File: src/rtl/glitc_i2c_bus_guard.sv
// rtl/glitc_i2c_bus_guard.sv - I2C pad guard: input filter, open-drain drive, stuck-bus detect and clear
//
// Purpose: sits between the I2C master and the SCL/SDA pads. It synchronizes and
// glitch-filters the pad inputs, turns master drive requests into open-drain pad
// enables, flags a stuck bus, and can recover it with SCL pulses followed by a STOP.
//
// Ports:
//   user_clk_i, user_rst_i         clock, synchronous active-high reset
//   scl_o/scl_oen_o, sda_o/sda_oen_o  master drive value / active-low enable
//   scl_i, sda_i                   filtered lines back to the master (1 while clearing)
//   scl_pad_i, sda_pad_i           raw pad inputs
//   scl_pad_oen, sda_pad_oen       active-low pad drive enables (pad value is always 0)
//   clear_req_i, auto_clear_en_i   manual clear pulse / clear on stuck detection
//   bus_stuck_o, clear_busy_o, clear_done_o, clear_fail_o, stuck_count_o  status
module glitc_i2c_bus_guard #(
  parameter int FILTER_LEN        = 4,
  parameter int STUCK_TIMEOUT     = 50000,
  parameter int CLEAR_HALF_PERIOD = 250,
  parameter int CLEAR_PULSES      = 9
) (
  input  logic       user_clk_i,
  input  logic       user_rst_i,
  input  logic       scl_o,
  input  logic       scl_oen_o,
  input  logic       sda_o,
  input  logic       sda_oen_o,
  output logic       scl_i,
  output logic       sda_i,
  input  logic       scl_pad_i,
  input  logic       sda_pad_i,
  output logic       scl_pad_oen,
  output logic       sda_pad_oen,
  input  logic       clear_req_i,
  input  logic       auto_clear_en_i,
  output logic       bus_stuck_o,
  output logic       clear_busy_o,
  output logic       clear_done_o,
  output logic       clear_fail_o,
  output logic [7:0] stuck_count_o
);

  localparam int FCW = $clog2(FILTER_LEN + 1);
  localparam int HCW = $clog2(CLEAR_HALF_PERIOD + 1);
  localparam int PCW = $clog2(CLEAR_PULSES + 1);

  typedef enum logic [2:0] {
    IDLE, PULSE_LO, PULSE_HI, STOP_A, STOP_B, STOP_C, DONE, FAIL
  } state_t;

  // Index 0 is SCL, index 1 is SDA.
  logic [1:0]     meta_q, sync_q, filt_q, flip;
  logic [FCW-1:0] fcnt_q [2];

  state_t         state_q, state_d;
  logic [HCW-1:0] timer_q;
  logic [PCW-1:0] pulse_q;
  logic [15:0]    stuck_cnt_q;

  logic idle, last_cyc, start, pulse_inc;
  logic scl_rel, sda_rel, stuck_cond, stuck_evt;
  logic fsm_scl_oen, fsm_sda_oen;

  // A filtered line flips on the FILTER_LEN-th consecutive disagreeing sample.
  always_comb begin
    flip = '0;
    for (int i = 0; i < 2; i++) begin
      flip[i] = (sync_q[i] != filt_q[i]) && (fcnt_q[i] == FCW'(FILTER_LEN - 1));
    end
  end

  assign idle       = (state_q == IDLE);
  assign last_cyc   = (timer_q == HCW'(CLEAR_HALF_PERIOD - 1));
  assign scl_rel    = scl_oen_o | scl_o;
  assign sda_rel    = sda_oen_o | sda_o;
  assign stuck_cond = (!filt_q[0] && scl_rel) || (!filt_q[1] && filt_q[0] && sda_rel);
  // flip[0] is the filtered-SCL edge about to happen; it restarts the timeout.
  assign stuck_evt  = idle && stuck_cond && !flip[0] &&
                      (stuck_cnt_q == 16'(STUCK_TIMEOUT - 1));
  assign start      = idle && (clear_req_i || (stuck_evt && auto_clear_en_i));

  always_comb begin
    state_d     = state_q;
    fsm_scl_oen = 1'b1;
    fsm_sda_oen = 1'b1;
    pulse_inc   = 1'b0;
    case (state_q)
      IDLE:     if (start) state_d = PULSE_LO;
      PULSE_LO: begin
        fsm_scl_oen = 1'b0;
        if (last_cyc) state_d = PULSE_HI;
      end
      PULSE_HI: begin
        if (last_cyc) begin
          if (filt_q[1])                                state_d = STOP_A;
          else if (pulse_q == PCW'(CLEAR_PULSES - 1))   state_d = FAIL;
          else begin
            pulse_inc = 1'b1;
            state_d   = PULSE_LO;
          end
        end
      end
      STOP_A: begin
        fsm_scl_oen = 1'b0;
        fsm_sda_oen = 1'b0;
        if (last_cyc) state_d = STOP_B;
      end
      STOP_B: begin
        fsm_sda_oen = 1'b0;
        if (last_cyc) state_d = STOP_C;
      end
      STOP_C: begin
        if (last_cyc) state_d = (filt_q[0] && filt_q[1]) ? DONE : FAIL;
      end
      DONE:    state_d = IDLE;
      FAIL:    state_d = IDLE;
      default: state_d = IDLE;
    endcase
  end

  always_ff @(posedge user_clk_i) begin
    if (user_rst_i) begin
      meta_q        <= 2'b11;
      sync_q        <= 2'b11;
      filt_q        <= 2'b11;
      for (int i = 0; i < 2; i++) fcnt_q[i] <= '0;
      state_q       <= IDLE;
      timer_q       <= '0;
      pulse_q       <= '0;
      stuck_cnt_q   <= '0;
      scl_pad_oen   <= 1'b1;
      sda_pad_oen   <= 1'b1;
      bus_stuck_o   <= 1'b0;
      clear_fail_o  <= 1'b0;
      stuck_count_o <= '0;
    end else begin
      meta_q <= {sda_pad_i, scl_pad_i};
      sync_q <= meta_q;
      for (int i = 0; i < 2; i++) begin
        if (sync_q[i] == filt_q[i]) begin
          fcnt_q[i] <= '0;
        end else if (flip[i]) begin
          filt_q[i] <= sync_q[i];
          fcnt_q[i] <= '0;
        end else begin
          fcnt_q[i] <= fcnt_q[i] + FCW'(1);
        end
      end

      state_q <= state_d;
      if (idle || (state_d != state_q)) timer_q <= '0;
      else                              timer_q <= timer_q + HCW'(1);

      if (start)          pulse_q <= '0;
      else if (pulse_inc) pulse_q <= pulse_q + PCW'(1);

      if (!idle || !stuck_cond || flip[0] || stuck_evt) stuck_cnt_q <= '0;
      else                                              stuck_cnt_q <= stuck_cnt_q + 16'd1;

      if (stuck_evt && (stuck_count_o != 8'hFF)) stuck_count_o <= stuck_count_o + 8'd1;

      if (stuck_evt)             bus_stuck_o <= 1'b1;
      else if (state_q == DONE)  bus_stuck_o <= 1'b0;

      if (start)                 clear_fail_o <= 1'b0;
      else if (state_q == FAIL)  clear_fail_o <= 1'b1;

      // Master requests only reach the pads while idle; a drive-high releases the line.
      scl_pad_oen <= idle ? scl_rel : fsm_scl_oen;
      sda_pad_oen <= idle ? sda_rel : fsm_sda_oen;
    end
  end

  assign clear_busy_o = !idle;
  assign clear_done_o = (state_q == DONE);
  assign scl_i        = idle ? filt_q[0] : 1'b1;
  assign sda_i        = idle ? filt_q[1] : 1'b1;

endmodule

File: config.mk
export PLATFORM = sky130hd
export DESIGN_NAME = glitc_i2c_bus_guard
export DESIGN_NICKNAME = d
export VERILOG_FILES = /design/src/rtl/glitc_i2c_bus_guard.sv
export SDC_FILE = /design/constraint.sdc
export NUM_CORES = 1
export LEC_CHECK = 0
export CORE_MARGIN = 4
export CORE_UTILIZATION = 45
export CTS_CLUSTER_DIAMETER = 40
export DETAILED_ROUTE_END_ITERATION = 7
export MAX_ROUTING_LAYER = met4
export PLACE_DENSITY = 0.65
export SKIP_CTS_REPAIR_TIMING = 1
export SLEW_MARGIN = 30
export SYNTH_ARGS = -nofsm -noshare
export SYNTH_HDL_FRONTEND = slang
export SYNTH_SLANG_ARGS = --single-unit
File: constraint.sdc
create_clock -name user_clk_i -period 3.1 [get_ports user_clk_i]
set_input_delay 0.62 -clock user_clk_i [delete_from_list [all_inputs] [get_ports user_clk_i]]
set_output_delay 0.62 -clock user_clk_i [all_outputs]
set_load 0.01 [all_outputs]
==> qor.csv <==
stage,metric,value,unit
hold_path,hold_start,meta_q[1],
logic_synthesis,synthArstFlopShare,0,%
layout,drive_above_1_share,5.19,%
route,ant_nets,0,
route,drc,0,
floorplanning,dieArea,0.00686,mm²
clocking,tritoncts,built,
clocking,clkLatencyLatePin,0.31,ns
timing,relSlewSlack,41.9,%
grt,grtUsageTotal,14.0,%
grt,grt_pass1_wl,7880,µm
pwr,p_comb_share,5.7,%
layout,fill_cells,512,
pwr,p_switching,0.283,mW
grt,grt_max_degree,23,
floorplanning,initial_core_util,47.8,%
layout,antenna_cells,0,
clocking,clk_pin_slew,0.10,ns
clocking,cts_root_buf,clkbuf_8,
worst_setup_path,cp-startpoint,fcnt_q[0][0],
pwr,swShare,21.9,%
worst_setup_path,cp-start-kind,flop,
worst_setup_path,crit_fanout,6,
logic_synthesis,synth_area,0.00252,mm²
logic_synthesis,yosysSeqAreaShare,46.1,%
timing,slew_violations,0,
clocking,cts.sinks,55,
pwr,p_int,1.01,mW
logic_synthesis,postSynthCellCount,278,
route,first_iter_violations,87,
floorplanning,coreArea,0.00527,mm²
hold_path,hp-class,flop to flop,
timing,finalCritPeriodShare,77.4,%
logic_synthesis,yosysTopAreaCell,dfxtp_1,
floorplanning,rows,26,
route,vias_per_cell,5.11,
logic_synthesis,yosysUniqueCellTypes,45,
timing,rsz0062_at_grt,no,
place,post-dp-hpwl,3170,µm
worst_setup_path,endpoint,stuck_count_o[5],
worst_setup_path,reg2regPathDepth,7,
timing,skew,0.0111,ns
timing,tns,0,ns
grt,grt-ovfl-total,0,
logic_synthesis,synth_edf_count,6,
pwr,p_leak,1.07,nW
status,status,finished clean,
pwr,peakVddDrop,0.000287,V
worst_setup_path,cp.required,3.34,ns
timing,finalSetupViolCount,0,
floorplanning,io-pin-count,26,
pwr,pwr_density_cell,436,mW/mm²
floorplanning,die_h,82.9,µm
worst_setup_path,r2r-end,stuck_count_o[5],
place,port_buffers,25,
logic_synthesis,post-synth-top-area-fraction,38.9,%
worst_setup_path,critPathKind,flop to flop,
worst_setup_path,crit_arrival,2.64,ns
layout,area_growth,17.6,%
route,wl,4490,µm
job,maxCapViolations,0,
clocking,max-clock-path-buffers,2,
logic_synthesis,synth.ff_latch_count,55,
worst_setup_path,r2r-start,fcnt_q[0][0],
floorplanning,die_w,82.9,µm
logic_synthesis,avgSynthCellArea,9.07,µm²
logic_synthesis,ys_top_cells_by_area,"dfxtp_1 (39%), edfxtp_1 (7.1%), nor2_1 (6.8%)",
timing,max_freq,417,MHz
route,wl_per_cell,11.9,µm
pwr,pwr-share-seq,57.0,%
worst_setup_path,crit_path_end_kind,flop,
timing,hold_violations,0,
pwr,p_clk_share,37.3,%
timing,fin_crit,2.40,ns
worst_setup_path,r2r_slack,0.70,ns
logic_synthesis,ys.flop_type,dfxtp_1,
place,place_congestion,0.770,
layout,nNetsFinal,327,
grt,grt_pass1_vias,1782,
route,dr_total_vias,1930,
grt,antenna_found_initial,0,
timing,tightest_slew,0.864,ns
clocking,cts_buffers,5,
logic_synthesis,ys.warnings.count,0,
clocking,htree_levels,2,
route,dr.pass1.iters,4,
timing,fin_hold_ws,0.417,ns
metrics by stage:
stage | instance area (µm²) | utilization, % | setup WS, ns | std cells | power, mW
2_1_floorplan | 2540 | - | 0.951 | 283 | 0.795
3_3_place_gp | 2850 | 54.1 | 0.653 | 370 | 0.827
3_5_place_dp | 2850 | 54.1 | 0.611 | 370 | 0.828
4_1_cts | 2970 | 56.3 | 0.687 | 378 | 1.32
5_1_grt | 2970 | 56.3 | 0.563 | 378 | 1.35
6_report | 2970 | 56.3 | 0.699 | 378 | 1.29
cells by family (layout without fill, tap and decap cells):
| kind of cell | Yosys count | count (layout) | share of synthesized area (%) |
|---|---|---|---|
| adder cells (fa/ha/maj) | 10 | 10 | 4.96 |
| AND/OR/NAND/NOR | 130 | 130 | 26.1 |
| AO/OA/AOI/OAI | 31 | 31 | 9.08 |
| XOR/XNOR | 26 | 26 | 9.03 |
| flip-flops | 55 | 55 | 46.1 |
| other | 1 | 6 | 0.149 |
| buffers and inverters | 23 | 48 | 3.82 |
| multiplexers | 2 | 2 | 0.794 |
state kept, by name (all words and copies together), names as in the netlist:
register and cells:
sync_q 2, scl_pad_oen 1, filt_q 2, pulse_q 4, clear_fail_o 1, stuck_count_o 8, timer_q 8, bus_stuck_o 1
sda_pad_oen 1, fcnt_q 6, stuck_cnt_q 16, meta_q 2, state_q 3
placed cells by master, fill, tap and decap left out, types with 4 or more instances in the layout:
cell type,instances
nand3_1,15
dfxtp_1,49
clkdlybuf4s50_1,25
nand2_1,17
conb_1,6
or2_2,4
nor2_1,46
inv_1,12
xor2_1,13
nand4_1,5
nor3_1,11
clkbuf_8,5
ha_1,10
o21ai_0,6
edfxtp_1,6
nor2b_1,6
xnor2_1,13
a21oi_1,8
and3_1,4
and4_1,4
cell usage after synthesis, types with 3 or more instances:
cell type and n:
dfxtp_1 49, nor2_1 46, nand2_1 17, nand3_1 15, xnor2_1 13, xor2_1 13, inv_1 12, nor3_1 11
ha_1 10, a21oi_1 8, clkbuf_1 7, edfxtp_1 6, nor2b_1 6, o21ai_0 6, nand4_1 5, and3_1 4
and4_1 4, or2_2 4, and2_1 3, nand2b_1 3, or3_1 3
per-layer routing:
metal / track usage, % / wire [µm] / part of all wire [%] / vias to the layer above
li1: - / - / - / 1004
met3: 3.76 / 145 / 3.2 / 4
met2: 22.1 / 2060 / 46 / 26
met5: - / 0 / 0 / -
met1: 17.4 / 2220 / 49 / 896
met4: 4.75 / 60 / 1.3 / 0
critical path, stage by stage, from the launching register on:
cell,delay [ns]
edfxtp_1,0.41
ha_1,0.21
ha_1,0.23
nor2b_1,0.17
o32ai_4,0.39
nand4_1,0.25
or4_1,0.52
a21oi_1,0.16
power groups by stage:
| stage | combinational [mW] | sequential (mW) | clock [mW] |
|---|---|---|---|
| 6_report | 0.0744 | 0.737 | 0.483 |
| 5_1_grt | 0.0840 | 0.739 | 0.530 |
| 3_3_place_gp | 0.0738 | 0.753 | 0 |
| 2_1_floorplan | 0.0425 | 0.753 | 0 |
| 4_1_cts | 0.0747 | 0.737 | 0.506 |
| 3_5_place_dp | 0.0741 | 0.754 | 0 |
final cells by class:
type                            instances  area (µm²)  area share [%]
Clock inverter                          3        47.5            1.60
Timing Repair Buffer                   28         273            9.20
Inverter                               12        45.0            1.52
Sequential cell                        55        1160            39.2
Clock buffer                            5        68.8            2.32
Tap cell                               70        87.6            2.95
Multi-Input combinational cell        205        1280            43.2
worst min-delay path by stage:
| stage | to | slack [ns] | depth (start not counted) |
|---|---|---|---|
| after global routing | sync_q[1] | 0.44 | 1 |
| after detailed placement | sync_q[1] | 0.40 | 1 |
| final | sync_q[1] | 0.42 | 1 |
| after floorplan | sync_q[0] | 0.39 | 1 |
| after global placement | sync_q[1] | 0.39 | 1 |
| after CTS | sync_q[1] | 0.42 | 1 |
(Power assumes the default switching activity.)
